--- config.mk ---
export PLATFORM = sky130hd
export DESIGN_NAME = kamus_lsu
export DESIGN_NICKNAME = d
export VERILOG_FILES = /design/src/rtl/kamus_lsu.sv
export SDC_FILE = /design/constraint.sdc
export NUM_CORES = 1
export LEC_CHECK = 0
export ABC_AREA = 1
export BUFFER_PORTS_ARGS = -buffer_cell sky130_fd_sc_hd__buf_2
export CAP_MARGIN = 20
export CORE_MARGIN = 3
export CORE_UTILIZATION = 50
export CTS_BUF_LIST = sky130_fd_sc_hd__clkbuf_8
export DETAILED_ROUTE_END_ITERATION = 7
export GPL_ROUTABILITY_DRIVEN = 1
export GPL_TIMING_DRIVEN = 0
export PLACE_DENSITY_LB_ADDON = 0.3
export SETUP_SLACK_MARGIN = 0.15
export SYNTH_ARGS = -nofsm -noshare
export SYNTH_HDL_FRONTEND = slang
export SYNTH_SLANG_ARGS = --single-unit
export TNS_END_PERCENT = 10
--- constraint.sdc ---
create_clock -name clk_i -period 1.85 [get_ports clk_i]
set_input_delay 0.37 -clock clk_i [delete_from_list [all_inputs] [get_ports clk_i]]
set_output_delay 0.37 -clock clk_i [all_outputs]
set_load 0.03 [all_outputs]
--- src/rtl/kamus_lsu.sv ---
// rtl/kamus_lsu.sv - load/store unit: one memory op at a time over a req/gnt/rvalid data port
module kamus_lsu #(
    parameter int ADDR_W = 32,
    parameter int DATA_W = 32
) (
    input  logic              clk_i,
    input  logic              rst_i,
    input  logic              lsu_req_i,
    input  logic              lsu_we_i,
    input  logic [1:0]        lsu_width_i,
    input  logic              lsu_unsigned_i,
    input  logic [ADDR_W-1:0] lsu_addr_i,
    input  logic [DATA_W-1:0] lsu_wdata_i,
    output logic              lsu_busy_o,
    output logic              lsu_done_o,
    output logic [DATA_W-1:0] lsu_rdata_o,
    output logic              lsu_misaligned_o,
    output logic              lsu_err_o,
    output logic              data_req_o,
    input  logic              data_gnt_i,
    output logic              data_we_o,
    output logic [3:0]        data_be_o,
    output logic [ADDR_W-1:0] data_addr_o,
    output logic [DATA_W-1:0] data_wdata_o,
    input  logic              data_rvalid_i,
    input  logic [DATA_W-1:0] data_rdata_i,
    input  logic              data_err_i
);

    typedef enum logic [1:0] {
        S_IDLE = 2'd0,
        S_REQ  = 2'd1,
        S_RESP = 2'd2,
        S_DONE = 2'd3
    } state_e;

    state_e state_q, state_d;

    logic              accept;
    logic              bad_width;
    logic              bad_align;
    logic [3:0]        be_d;
    logic [DATA_W-1:0] wdata_d;
    logic [1:0]        width_q;
    logic              uns_q;
    logic [1:0]        off_q;
    logic [DATA_W-1:0] shifted;
    logic [DATA_W-1:0] load_ext;

    assign accept = (state_q == S_IDLE) && lsu_req_i;

    always_comb begin
        bad_width = (lsu_width_i == 2'b11);
        bad_align = ((lsu_width_i == 2'b01) && lsu_addr_i[0]) ||
                    ((lsu_width_i == 2'b10) && (lsu_addr_i[1:0] != 2'b00));
    end

    always_comb begin
        be_d    = 4'b1111;
        wdata_d = lsu_wdata_i;
        case (lsu_width_i)
            2'b00: begin
                be_d    = 4'b0001 << lsu_addr_i[1:0];
                wdata_d = {4{lsu_wdata_i[7:0]}};
            end
            2'b01: begin
                be_d    = 4'b0011 << lsu_addr_i[1:0];
                wdata_d = {2{lsu_wdata_i[15:0]}};
            end
            default: begin
                be_d    = 4'b1111;
                wdata_d = lsu_wdata_i;
            end
        endcase
    end

    // Bring the addressed lane down to bit 0, then extend to full width.
    always_comb begin
        shifted  = data_rdata_i >> {off_q, 3'b000};
        load_ext = shifted;
        case (width_q)
            2'b00:   load_ext = {{24{~uns_q & shifted[7]}}, shifted[7:0]};
            2'b01:   load_ext = {{16{~uns_q & shifted[15]}}, shifted[15:0]};
            default: load_ext = shifted;
        endcase
    end

    always_ff @(posedge clk_i) begin
        if (rst_i) begin
            state_q <= S_IDLE;
        end else begin
            state_q <= state_d;
        end
    end

    always_comb begin
        state_d = state_q;
        case (state_q)
            S_IDLE: begin
                if (lsu_req_i) begin
                    state_d = (bad_width || bad_align) ? S_DONE : S_REQ;
                end
            end
            S_REQ:   if (data_gnt_i)    state_d = S_RESP;
            S_RESP:  if (data_rvalid_i) state_d = S_DONE;
            default: state_d = S_IDLE;
        endcase
    end

    always_comb begin
        lsu_done_o = (state_q == S_DONE);
        lsu_busy_o = (state_q != S_IDLE) || lsu_req_i;
    end

    always_ff @(posedge clk_i) begin
        if (rst_i) begin
            data_req_o       <= 1'b0;
            data_we_o        <= 1'b0;
            data_be_o        <= 4'b0000;
            data_addr_o      <= '0;
            data_wdata_o     <= '0;
            lsu_rdata_o      <= '0;
            lsu_misaligned_o <= 1'b0;
            lsu_err_o        <= 1'b0;
            width_q          <= 2'b00;
            uns_q            <= 1'b0;
            off_q            <= 2'b00;
        end else begin
            if (accept) begin
                width_q          <= lsu_width_i;
                uns_q            <= lsu_unsigned_i;
                off_q            <= lsu_addr_i[1:0];
                lsu_rdata_o      <= '0;
                lsu_misaligned_o <= bad_align && !bad_width;
                lsu_err_o        <= bad_width;
                // Rejected ops never touch the bus, so the port keeps its old values.
                if (!bad_width && !bad_align) begin
                    data_req_o   <= 1'b1;
                    data_we_o    <= lsu_we_i;
                    data_be_o    <= be_d;
                    data_addr_o  <= {lsu_addr_i[ADDR_W-1:2], 2'b00};
                    data_wdata_o <= wdata_d;
                end
            end
            if ((state_q == S_REQ) && data_gnt_i) begin
                data_req_o <= 1'b0;
            end
            if ((state_q == S_RESP) && data_rvalid_i) begin
                lsu_err_o   <= data_err_i;
                lsu_rdata_o <= (data_we_o || data_err_i) ? '0 : load_ext;
            end
        end
    end

endmodule

Word-level counts from Yosys, hierarchy flattened
Index checks and enable logic that the tools add are counted.
{ "totals": {"register_bits": 109, "in_bits": 106} }
{ "op_classes": {"mux": 13, "bitwise_logic": 3, "reduce_logical": 22, "n_eq_ne": 10, "shift": 3} }
{ "op_table": {"columns": ["op", "count"], "rows": [
  ["case mux 32 bit (2 select lines)", 2],
  ["two-way mux 32 bit", 3],
  ["right shift 32 x 5 -> 32 bit", 1],
  ["== test 2 bit (second input constant)", 4],
  ["two-way mux 2 bit", 4],
  ["case mux 4 bit (2 select lines)", 1],
  ["logical AND 1 bit", 7],
  ["== test 2 x 1 -> 1 bit (second input constant)", 3],
  ["zero test 2 bit", 3],
  ["inequality test 2 bit (second input constant)", 3],
  ["case mux 2 bit (3 select lines)", 1],
  ["nonzero test 2 bit", 3],
  ["logical OR 1 bit", 4],
  ["<< shifter 1 x 2 -> 4 bit (first input constant)", 1],
  ["<< shifter 2 x 2 -> 4 bit (first input constant)", 1],
  ["AND reduction 3 bit", 1],
  ["AND 1 bit", 2],
  ["zero test 1 bit", 2],
  ["two-way mux 1 bit", 2],
  ["AND reduction 2 bit", 1],
  ["OR reduction 2 bit", 1],
  ["inverter 1 bit", 1]
]} }

Logic depth before layout (Yosys ltp)
Gate-level depths: netlist of run 1.
{ "logic_depth": {"word_depth": 7, "depth_mapped": 10, "depth_no_buf": 9} }

Worst setup path before layout of run 1
Ideal clock, no wire load.
{ "synth_path": {"kind": "reg2reg", "start": "register state_q[0]", "end": "register lsu_rdata_o[21]", "setup_ns": 0.070, "slack_ns": 0.260, "arrival_time_ns": 1.520, "stages_incl_launch_ff": 10, "path_cell_list": "dfxtp_1 -> inv_1 -> ha_1 -> nand2_1 -> buf_2 -> nand2_1 -> inv_1 -> clkbuf_1 -> nand2_1 -> a21oi_1"} }
{ "synth_via": {"elab_chain_cells": 3, "word_cells_on_any_way": 6} }
{ "synth_rtl": {"columns": ["item", "line", "text"], "rows": [
  ["start, declared", "37", "state_e state_q, state_d;"],
  ["start signal, assigned", "92", "state_q <= state_d;"],
  ["== test 2 bit or zero test 2 bit (tied branches)", "148, 50", null],
  ["logical AND 1 bit, on equally long branches", "148, 50", null],
  ["two-way mux 32 bit or nonzero test 2 bit (tied branches)", null, null],
  ["end signal, assigned", "150", "lsu_rdata_o <= (data_we_o || data_err_i) ? '0 : load_ext;"],
  ["end, declared", "16", "output logic [DATA_W-1:0] lsu_rdata_o,"]
]} }
Parallel ways exist; a longest one is shown, timed or not.
A chain may end at the register's enable or synchronous reset.

Worst setup path in the final report of run 1
{ "layout_path": {"start": "register state_q[1]", "end": "register data_wdata_o[10]"} }
{ "layout_via": {"elab_chain_cells": 3} }
{ "layout_rtl": {"columns": ["item", "line", "text"], "rows": [
  ["zero test 2 bit", "50", "assign accept = (state_q == S_IDLE) && lsu_req_i;"],
  ["logical AND 1 bit", "50", null],
  ["AND reduction 2 bit (no source line)", null, null],
  ["end signal, assigned", "142", "data_wdata_o <= wdata_d;"],
  ["end, declared", "24", "output logic [DATA_W-1:0] data_wdata_o,"]
]} }
No other way between the ends.

==> results of run 1 <==
-- per-stage QoR --
step	power, uW	utilization, %
after global routing	7750	67.0
after global placement	5690	64.0
after detailed placement	5730	64.0
after floorplan	4910	-
final	7290	67.0
after CTS	7140	65.9
-- cells by family (layout without fill, tap and decap cells) --
family          Yosys count  in the layout  share of synthesized area [%]
buf+inv                  95            321                           9.24
compound gates          171            171                           17.5
simple gates            364            364                           29.2
fa+ha+maj                 5              5                           1.23
other cells               1              2                         0.0735
flops                   109            109                           42.8
-- what timing repair did --
action / in CTS / in global routing
resized for setup: 8 / 36
pin swaps: 0 / 3
cloned: 0 / 1
buffers inserted: 0 / 2
endpoints found under the setup margin: 57 / 84
-- power by group through the flow --
stage / clock, uW / sequential [uW] / combinational (uW)
2_1_floorplan: 0 / 3260 / 1650
3_3_place_gp: 0 / 2820 / 2880
3_5_place_dp: 0 / 2830 / 2910
4_1_cts: 1420 / 2780 / 2940
5_1_grt: 1500 / 2840 / 3410
6_report: 1400 / 2800 / 3090
-- worst max-delay path by stage --
| stage | startpoint | endpoint | slack (ns) |
|---|---|---|---|
| finish | state_q[1]$_SDFFE_PP0P_ | data_wdata_o[10]$_SDFFE_PP0P_ | 0.18 |
| global route | state_q[1]$_SDFFE_PP0P_ | data_wdata_o[10]$_SDFFE_PP0P_ | 0.08 |
| floorplan | state_q[0]$_SDFFE_PP0P_ | lsu_rdata_o[21]$_SDFFE_PP0P_ | 0.26 |
| CTS | state_q[0]$_SDFFE_PP0P_ | lsu_rdata_o[25]$_SDFFE_PP0P_ | 0.11 |
| detailed placement | state_q[0]$_SDFFE_PP0P_ | lsu_rdata_o[25]$_SDFFE_PP0P_ | -0.15 |
| global placement | state_q[0]$_SDFFE_PP0P_ | lsu_rdata_o[22]$_SDFFE_PP0P_ | -0.1 |
-- final cells by class --
| cell class | instances | share of cell area (%) |
|---|---|---|
| Sequential cell | 109 | 33.1 |
| Clock inverter | 7 | 0.890 |
| Clock buffer | 9 | 1.87 |
| Timing Repair Buffer | 210 | 16.0 |
| Inverter | 44 | 2.65 |
| Tap cell | 133 | 2.52 |
| Multi-Input combinational cell | 542 | 37.7 |
| Buffer | 51 | 5.17 |
-- worst max-delay path: stages (launching register included) --
cell and delay (ns):
dfxtp_4 0.38, inv_1 0.09, ha_2 0.20, nand2_1 0.08
inv_2 0.10, nand4_4 0.14, inv_4 0.11, buf_6 0.15
buf_6 0.14, nand2_1 0.08, a21oi_1 0.13
-- metal layers --
metal	vias up	wire, um	GRT usage [%]
met5	-	0	0
met4	0	321	7.49
met3	28	1310	5.96
met2	238	7680	44.7
met1	2528	6540	32.7
li1	2847	-	-
-- cells in the final DEF, fill, tap and decap left out, types with 3 or more instances in the layout --
cell	Yosys	final
buf_2	14	217
clkbuf_1	19	16
buf_1	3	3
o21ai_0	41	38
inv_2	5	5
nand3_1	32	32
nand2_1	296	295
clkbuf_8	0	9
nor3_1	10	10
inv_4	0	4
nor2_4	2	3
buf_4	5	7
dfxtp_1	109	107
nor2_1	16	14
o211ai_1	14	14
a21oi_1	114	113
o21ai_1	0	3
inv_1	38	35
ha_1	5	3
buf_6	9	14
nand2_2	2	3
-- sequential cells by signal (all words and copies together), names as in the netlist --
signal,flops
lsu_err_o,1
data_req_o,1
lsu_rdata_o,32
data_be_o,4
data_we_o,1
off_q,2
state_q,2
width_q,2
data_wdata_o,32
uns_q,1
lsu_misaligned_o,1
data_addr_o,30
==> results.md, run 1 <==
- The internal cell power is ~4200 uW.
- Power spread over the standard cell area amounts to 1100 nW/um2.
- The first TritonRoute pass finished after 5 iterations.
- In the final layout, the multi-input gates occupy around 2500 um2.
- The total of buffers placed on input and output ports is slightly above 200.
- The final antenna diode count is 0.
- Subtracting the final worst setup slack from the clock period gives approximately 1.7 ns.
- The initialized floorplan defines 36 standard-cell rows.
- For this design the static power due to leakage is 0.00324 uW.
- For this block, the via count after detailed routing is ~5,600.
- The critical setup path kind is flip-flop to flip-flop.
- The commonest cells after synthesis are nand2_1 (296), a21oi_1 (114), dfxtp_1 (109).
- The switching component of the power is approximately 3100 uW.
- The synthesized design spends more area on one cell type than any other, namely dfxtp_1.
- A synthesized cell averages around 6.8 um2.
- The via count of the first global-routing pass is 4,990.
- The peak ir drop on the vdd network is roughly 0.62 mV.
- The signed area change from the synthesized netlist to the final layout is 29.5%.
- Setup violations remaining at the end of the flow were counted as 0.
- After detailed routing, the number of remaining DRC violations is 0.
- Fill cells in the final layout number between 900 and 1,000.
- For this design, the CTS-stage hold fixing added 0 buffers.
- On the final layout, the worst hold slack is around 0.23 ns.
- The clock slew seen by the registers of the worst setup and hold paths is 0.11 ns.
- For this design the top-level I/O count stands at between 200 and 250.
- The effective utilization at floorplan is 51.7%.
- The cell count after synthesis came out at ~750.
- The post-placement worst setup slack is -0.148 ns.
- Of the total power, the clock network draws 19.2%.
- The die outline height is roughly 110 um.
- The fmax is about 0.6 GHz.
- Setup repair after global routing could not meet its margin everywhere.
- The max-slew violation total from the final report is 0.
- Counting along the longest clock path gives a buffer depth of 2.
- The number of antenna violations at the first check in global routing is 0.
- The detailed-route wire length per cell is between 10 and 15 um.
- The cell area that synthesis handed to floorplanning was approximately 5000 um2.
- The count of warnings emitted by yosys is 0.
- The HPWL reported at the end of detailed placement is 12,100 um.
- The number of hold violations in the final report was 0.
- The proportion of netlist area held by the largest area contributor is between 40% and 50%.
- The number of distinct library cells after synthesis is 28.
- The CTS tree is done.
- The element type at the critical path start is a flip-flop.
- The worst pin sits at a relative slew slack of between 60% and 70%.
- The width of the die is 107 um.
- Routability-driven placement finished with a final weighted congestion of 0.958.
- Per report_power, the combinational group accounts for 42.4% of the total.
- Clock tree synthesis inserted a total of 9 buffers.
- After detailed routing, the number of vias per cell comes to ~5.1.
- The critical path data arrival time is a little under 2 ns.
- The capture instance of the worst register-to-register path is data_wdata_o[10]$_SDFFE_PP0P_.
- The share of async-settable or async-resettable flops after synthesis is 0%.
- Across the whole layout, storage elements account for roughly 2200 um2.
- The run finished with clean final reports.
- At the pin with the least slew margin, the transition time is 0.541 ns.
- The clock sink count is 109.
- The share of cells above drive strength 1 is approximately 30%.
- The cell with the most instances after synthesis is nand2_1.
- Setup slack on the worst reg-to-reg path comes out at approximately 0.18 ns.
- The number of cells in the design after placement is between 1,000 and 1,500.
- The worst hold path cell count is 3.
- The min-delay analysis places its worst path in the category primary input to flip-flop.
- The die covers around 11,000 um2.
- The global-route wire length before repair is around 24,000 um.
- The start point of the worst min-delay path is lsu_addr_i[29].
- The number of routed nets with antenna violations is 0.
- The clock reaches the later pin of the worst-skew pair after 0.37 ns.
- The endpoint type of the worst setup path is a flip-flop.
- The worst register-to-register path has a depth of 10.
- Ranked by total cell area, the synthesized netlist is headed by dfxtp_1 (43%), nand2_1 (22%), a21oi_1 (11%).
- The number of synthesized flops with an enable pin is 0.
- The worst hold endpoint is data_addr_o[29]$_SDFFE_PP0P_.
- In this run, synthesis produced a sequential element count of approximately 110.
- The sum of routed wire length over all layers is between 15,000 and 20,000 um.
- The origin of the critical flop-to-flop path is state_q[1]$_SDFFE_PP0P_.
- Registers are responsible for a little under two fifths of the overall power.
- The clock arrives with 0.0156 ns of skew.
- In this run the worst path has a maximum fanout of 10.
- The number of violations of the max-capacitance limit is 0.
- The final instance area is ~6600 um2.
- The net count of the finished layout is 1,078.
- The area of placed instances is between 6000 and 7000 um2.
- Of the available clock period, the critical path in the final layout requires about nine tenths.
- The most used flip-flop cell after synthesis is dfxtp_1.
- The count of placed standard cells in the final layout, fillers left out is ~1,100.
- The cell at the root of the clock tree is clkbuf_8.
- In this run, the number of DRC markers left after iteration 0 of detailed routing was roughly 320.
- In this run the standard cell core region covers 9860 um2.
- For this run, the register share of the synthesized area comes to 42.8%.
- Global routing used a little over a quarter of the available tracks across all layers.
- The H-tree level count is 3.
- For the worst setup path, the data required time is around 2.2 ns.
- Net switching is a little over two fifths of the power.
- After layout, the worst setup slack is around 0.18 ns.
- The setup TNS is 0 ns.
- Summed over all layers, the global routing overflow is 0.
- The largest net degree at the start of global routing is 20.
Power figures use the tool's default switching activity.
==> inputs of run 2 (changes only) <==
- REMOVE_ABC_BUFFERS: not set -> 1
- TNS_END_PERCENT: 10 -> not set
==> run 2 against run 1 <==
- sequential power rose by 3%
- highest routed layer unchanged
- combinational power rose by 7.8%
- largest cell class unchanged
- critical path type unchanged
- clock-buffer cell count did not move
==> results.md, run 2 (synthesized netlist as in run 1, its figures left out) <==
- The run finished with clean final reports.
- Pin placement for this block handled approximately 210 I/O pins.
- After routing, the total negative slack on setup checks comes to 0 ns.
- The tree is rooted in a clkbuf_8.
- The peak ir drop on the vdd network is between 0.9 and 1 mV.
- The total number of vias is between 5,000 and 6,000.
- The wire-length estimate of the detail-placed layout is roughly 9300 um.
- The row count is 36.
- The sum of routed wire length over all layers is approximately 16,000 um.
- The count of nets after finishing is roughly 1,100.
- The H-tree level count is 3.
- Counting tap cells, the placed design contains a total of between 1,000 and 1,500 instances.
- The routed design uses 1350 um of met3 wire.
- Counting the buffers created by CTS gives 9.
- The part of the cycle the worst path needs is 89.6%.
- The critical path data arrival time is ~2 ns.
- The number of vias per cell is between 5 and 6.
- From bottom edge to top edge, the die measures between 100 and 150 um.
- The internal power of the cells totals roughly 4300 uW.
- The number of violations of the max-capacitance limit is 0.
- The die outline area is ~11,000 um2.
- The element type at the critical path start is a flip-flop.
- Setup repair after global routing could not meet its margin everywhere.
- The largest registers in the layout are data_wdata_o (32), lsu_rdata_o (32), data_addr_o (30).
- Of the total power, registers draw around two fifths.
- The count of filler cells inserted in the layout is between 900 and 1,000.
- The worst-case reg-to-reg path depth is 10.
- The area taken by multi-input logic gates is between 2000 and 3000 um2.
- For the worst setup path, the data required time is roughly 2.2 ns.
- Detailed routing placed a total of roughly 7800 um of wire on met2.
- At the pin with the least slew margin, the transition time is just over 0.8 ns.
- Per report_power, the clock group accounts for between 10% and 20% of the total.
- The finished layout holds between 1,000 and 1,500 standard cells, fillers aside.
- The fmax is ~0.6 GHz.
- The initial utilization of the core area, before any placement, comes to approximately half.
- The number of antenna diodes in the final layout is 0.
- Measured against its own limit, the worst slew margin works out to between 40% and 50%.
- The global-route wire length before repair is about 25,000 um.
- The worst hold slack is between 0.2 and 0.25 ns.
- The routability-driven placement congestion ratio is about 0.8.
- Clock tree synthesis found a total of around 110 sinks.
- The sequential cell area in the final layout is around 2200 um2.
- The largest net degree at the start of global routing is between 50 and 60.
- For this design the static power due to leakage is 0.00324 uW.
- Counting instances, the worst hold path has a depth of 3.
- The via count of the first global-routing pass is 4,977.
- For the worst-skew pair, the clock arrives at the later sink with an insertion delay of about 0.36 ns.
- In this run switching power makes up about 43% of total power.
- The width of the die is approximately 110 um.
- TritonCTS built the clock tree.
- The class of the tightest hold or removal check is primary input to flip-flop.
- The power per cell area is ~1100 nW/um2.
- Across every metal layer, demand over resource in global routing totals 26.6%.
- The start point of the worst min-delay path is lsu_addr_i[29].
- The clock period could shrink to about 1.7 ns.
- The switching component of the power is approximately 3300 uW.
- The combinational share of power is between 40 and 50%.
- The starting DRC count in detailed routing is about 360.
- The detailed router put a total of between 6000 and 7000 um of wire on met1.
- The total of buffers placed on input and output ports is 209.
- The detailed-route wire length per cell is 15.0 um.
- The critical setup path kind is flip-flop to flip-flop.
- The global-route congestion overflow total is 0.
- The uppermost metal layer occupied by signal nets is met4.
- The endpoint type of the worst setup path is a flip-flop.
- The setup slack after layout is ~0.19 ns.
- The worst register-to-register path begins at state_q[0]$_SDFFE_PP0P_.
- The share of cells above drive strength 1 is a little under a third.
- In this run the worst path has a maximum fanout of 4.
- At the placement stage, the worst setup path has a slack of -1.69 ns.
- The commonest non-fill, non-tap cell in the layout is nand2_1.
- The detail route stage leaves a number of antenna-violating nets equal to 0.
- The final setup violation count is 0.
- Leaving out fill and tap cells, the most frequent cells in the layout are nand2_1 (292), buf_2 (206), a21oi_1 (111).
- The first-pass detailed-route iteration total is 5.
- The clock slew seen by the registers of the worst setup and hold paths is between 0.1 and 0.15 ns.
- Clock skew on the completed layout was measured at roughly 0.013 ns.
- The clock passes through at most 2 buffers.
- In this run the standard cell core region covers around 9900 um2.
- The max-slew violation total from the final report came to 0.
- The number of antenna violations at the first check in global routing was 0.
- For this run, design rule violations remaining after detail routing come to 0.
- The most critical setup path has its startpoint at state_q[0]$_SDFFE_PP0P_.
- The number of hold violations in the final report is 0.
- The area growth from synthesis to layout is 33.3%.
==> run 2: final cells by class <==
cell class | instances | area share, %
multi-input cells | 549 | 39.7
flip-flops and latches | 109 | 32.3
repair buffers | 231 | 19.3
inverters | 44 | 3.07
well taps | 133 | 2.45
clock buffers | 9 | 1.82
clock inverters | 6 | 0.736
repair inverters | 4 | 0.625
==> run 2: per-stage QoR <==
step	power [uW]	instance area (um2)	utilization [%]
3_3_place_gp	5430	6010	60.9
2_1_floorplan	4630	4800	-
3_5_place_dp	5470	6030	61.2
6_report	7500	6800	69.0
4_1_cts	7300	6590	66.8
5_1_grt	7970	6800	69.0
==> run 2: worst max-delay path: stages, from the launching register on <==
cell and delay [ns]:
dfxtp_4 0.36, inv_4 0.07, ha_4 0.14, nand2_4 0.05, or2_4 0.24, nor2_4 0.14
clkinvlp_4 0.16, buf_6 0.17, nor2_2 0.07, nand2_1 0.06, a21oi_2 0.14
==> run 2: final timing paths <==
kind | endpoint | slack, ns
worst max register to register | lsu_rdata_o[21]$_SDFFE_PP0P_ | 0.19
worst min-delay path | data_addr_o[29]$_SDFFE_PP0P_ | 0.24
worst min register to register | lsu_rdata_o[17]$_SDFFE_PP0P_ | 0.46
worst max-delay path | lsu_rdata_o[21]$_SDFFE_PP0P_ | 0.19
==> run 2: power groups by stage <==
| stage | combinational, uW | clock [uW] | sequential [uW] |
|---|---|---|---|
| after CTS | 3120 | 1340 | 2850 |
| after global placement | 2550 | 0 | 2880 |
| after detailed placement | 2570 | 0 | 2890 |
| after floorplan | 1330 | 0 | 3300 |
| final | 3330 | 1310 | 2870 |
| after global routing | 3630 | 1430 | 2910 |
==> run 2: timing repair <==
action / 4_1_cts / 5_1_grt
resized for setup: 36 / 37
hold buffers: 0 / 0
gates cloned: 10 / 1
buffers inserted: 15 / 6
pin swaps: 10 / 13
setup endpoints to repair: 102 / 102
==> run 2: layer usage <==
metal,global-route usage [%],vias to the layer above
li1,-,2819
met2,42.9,250
met1,35.3,2568
met3,5.54,38
met5,0,-
met4,9.50,0
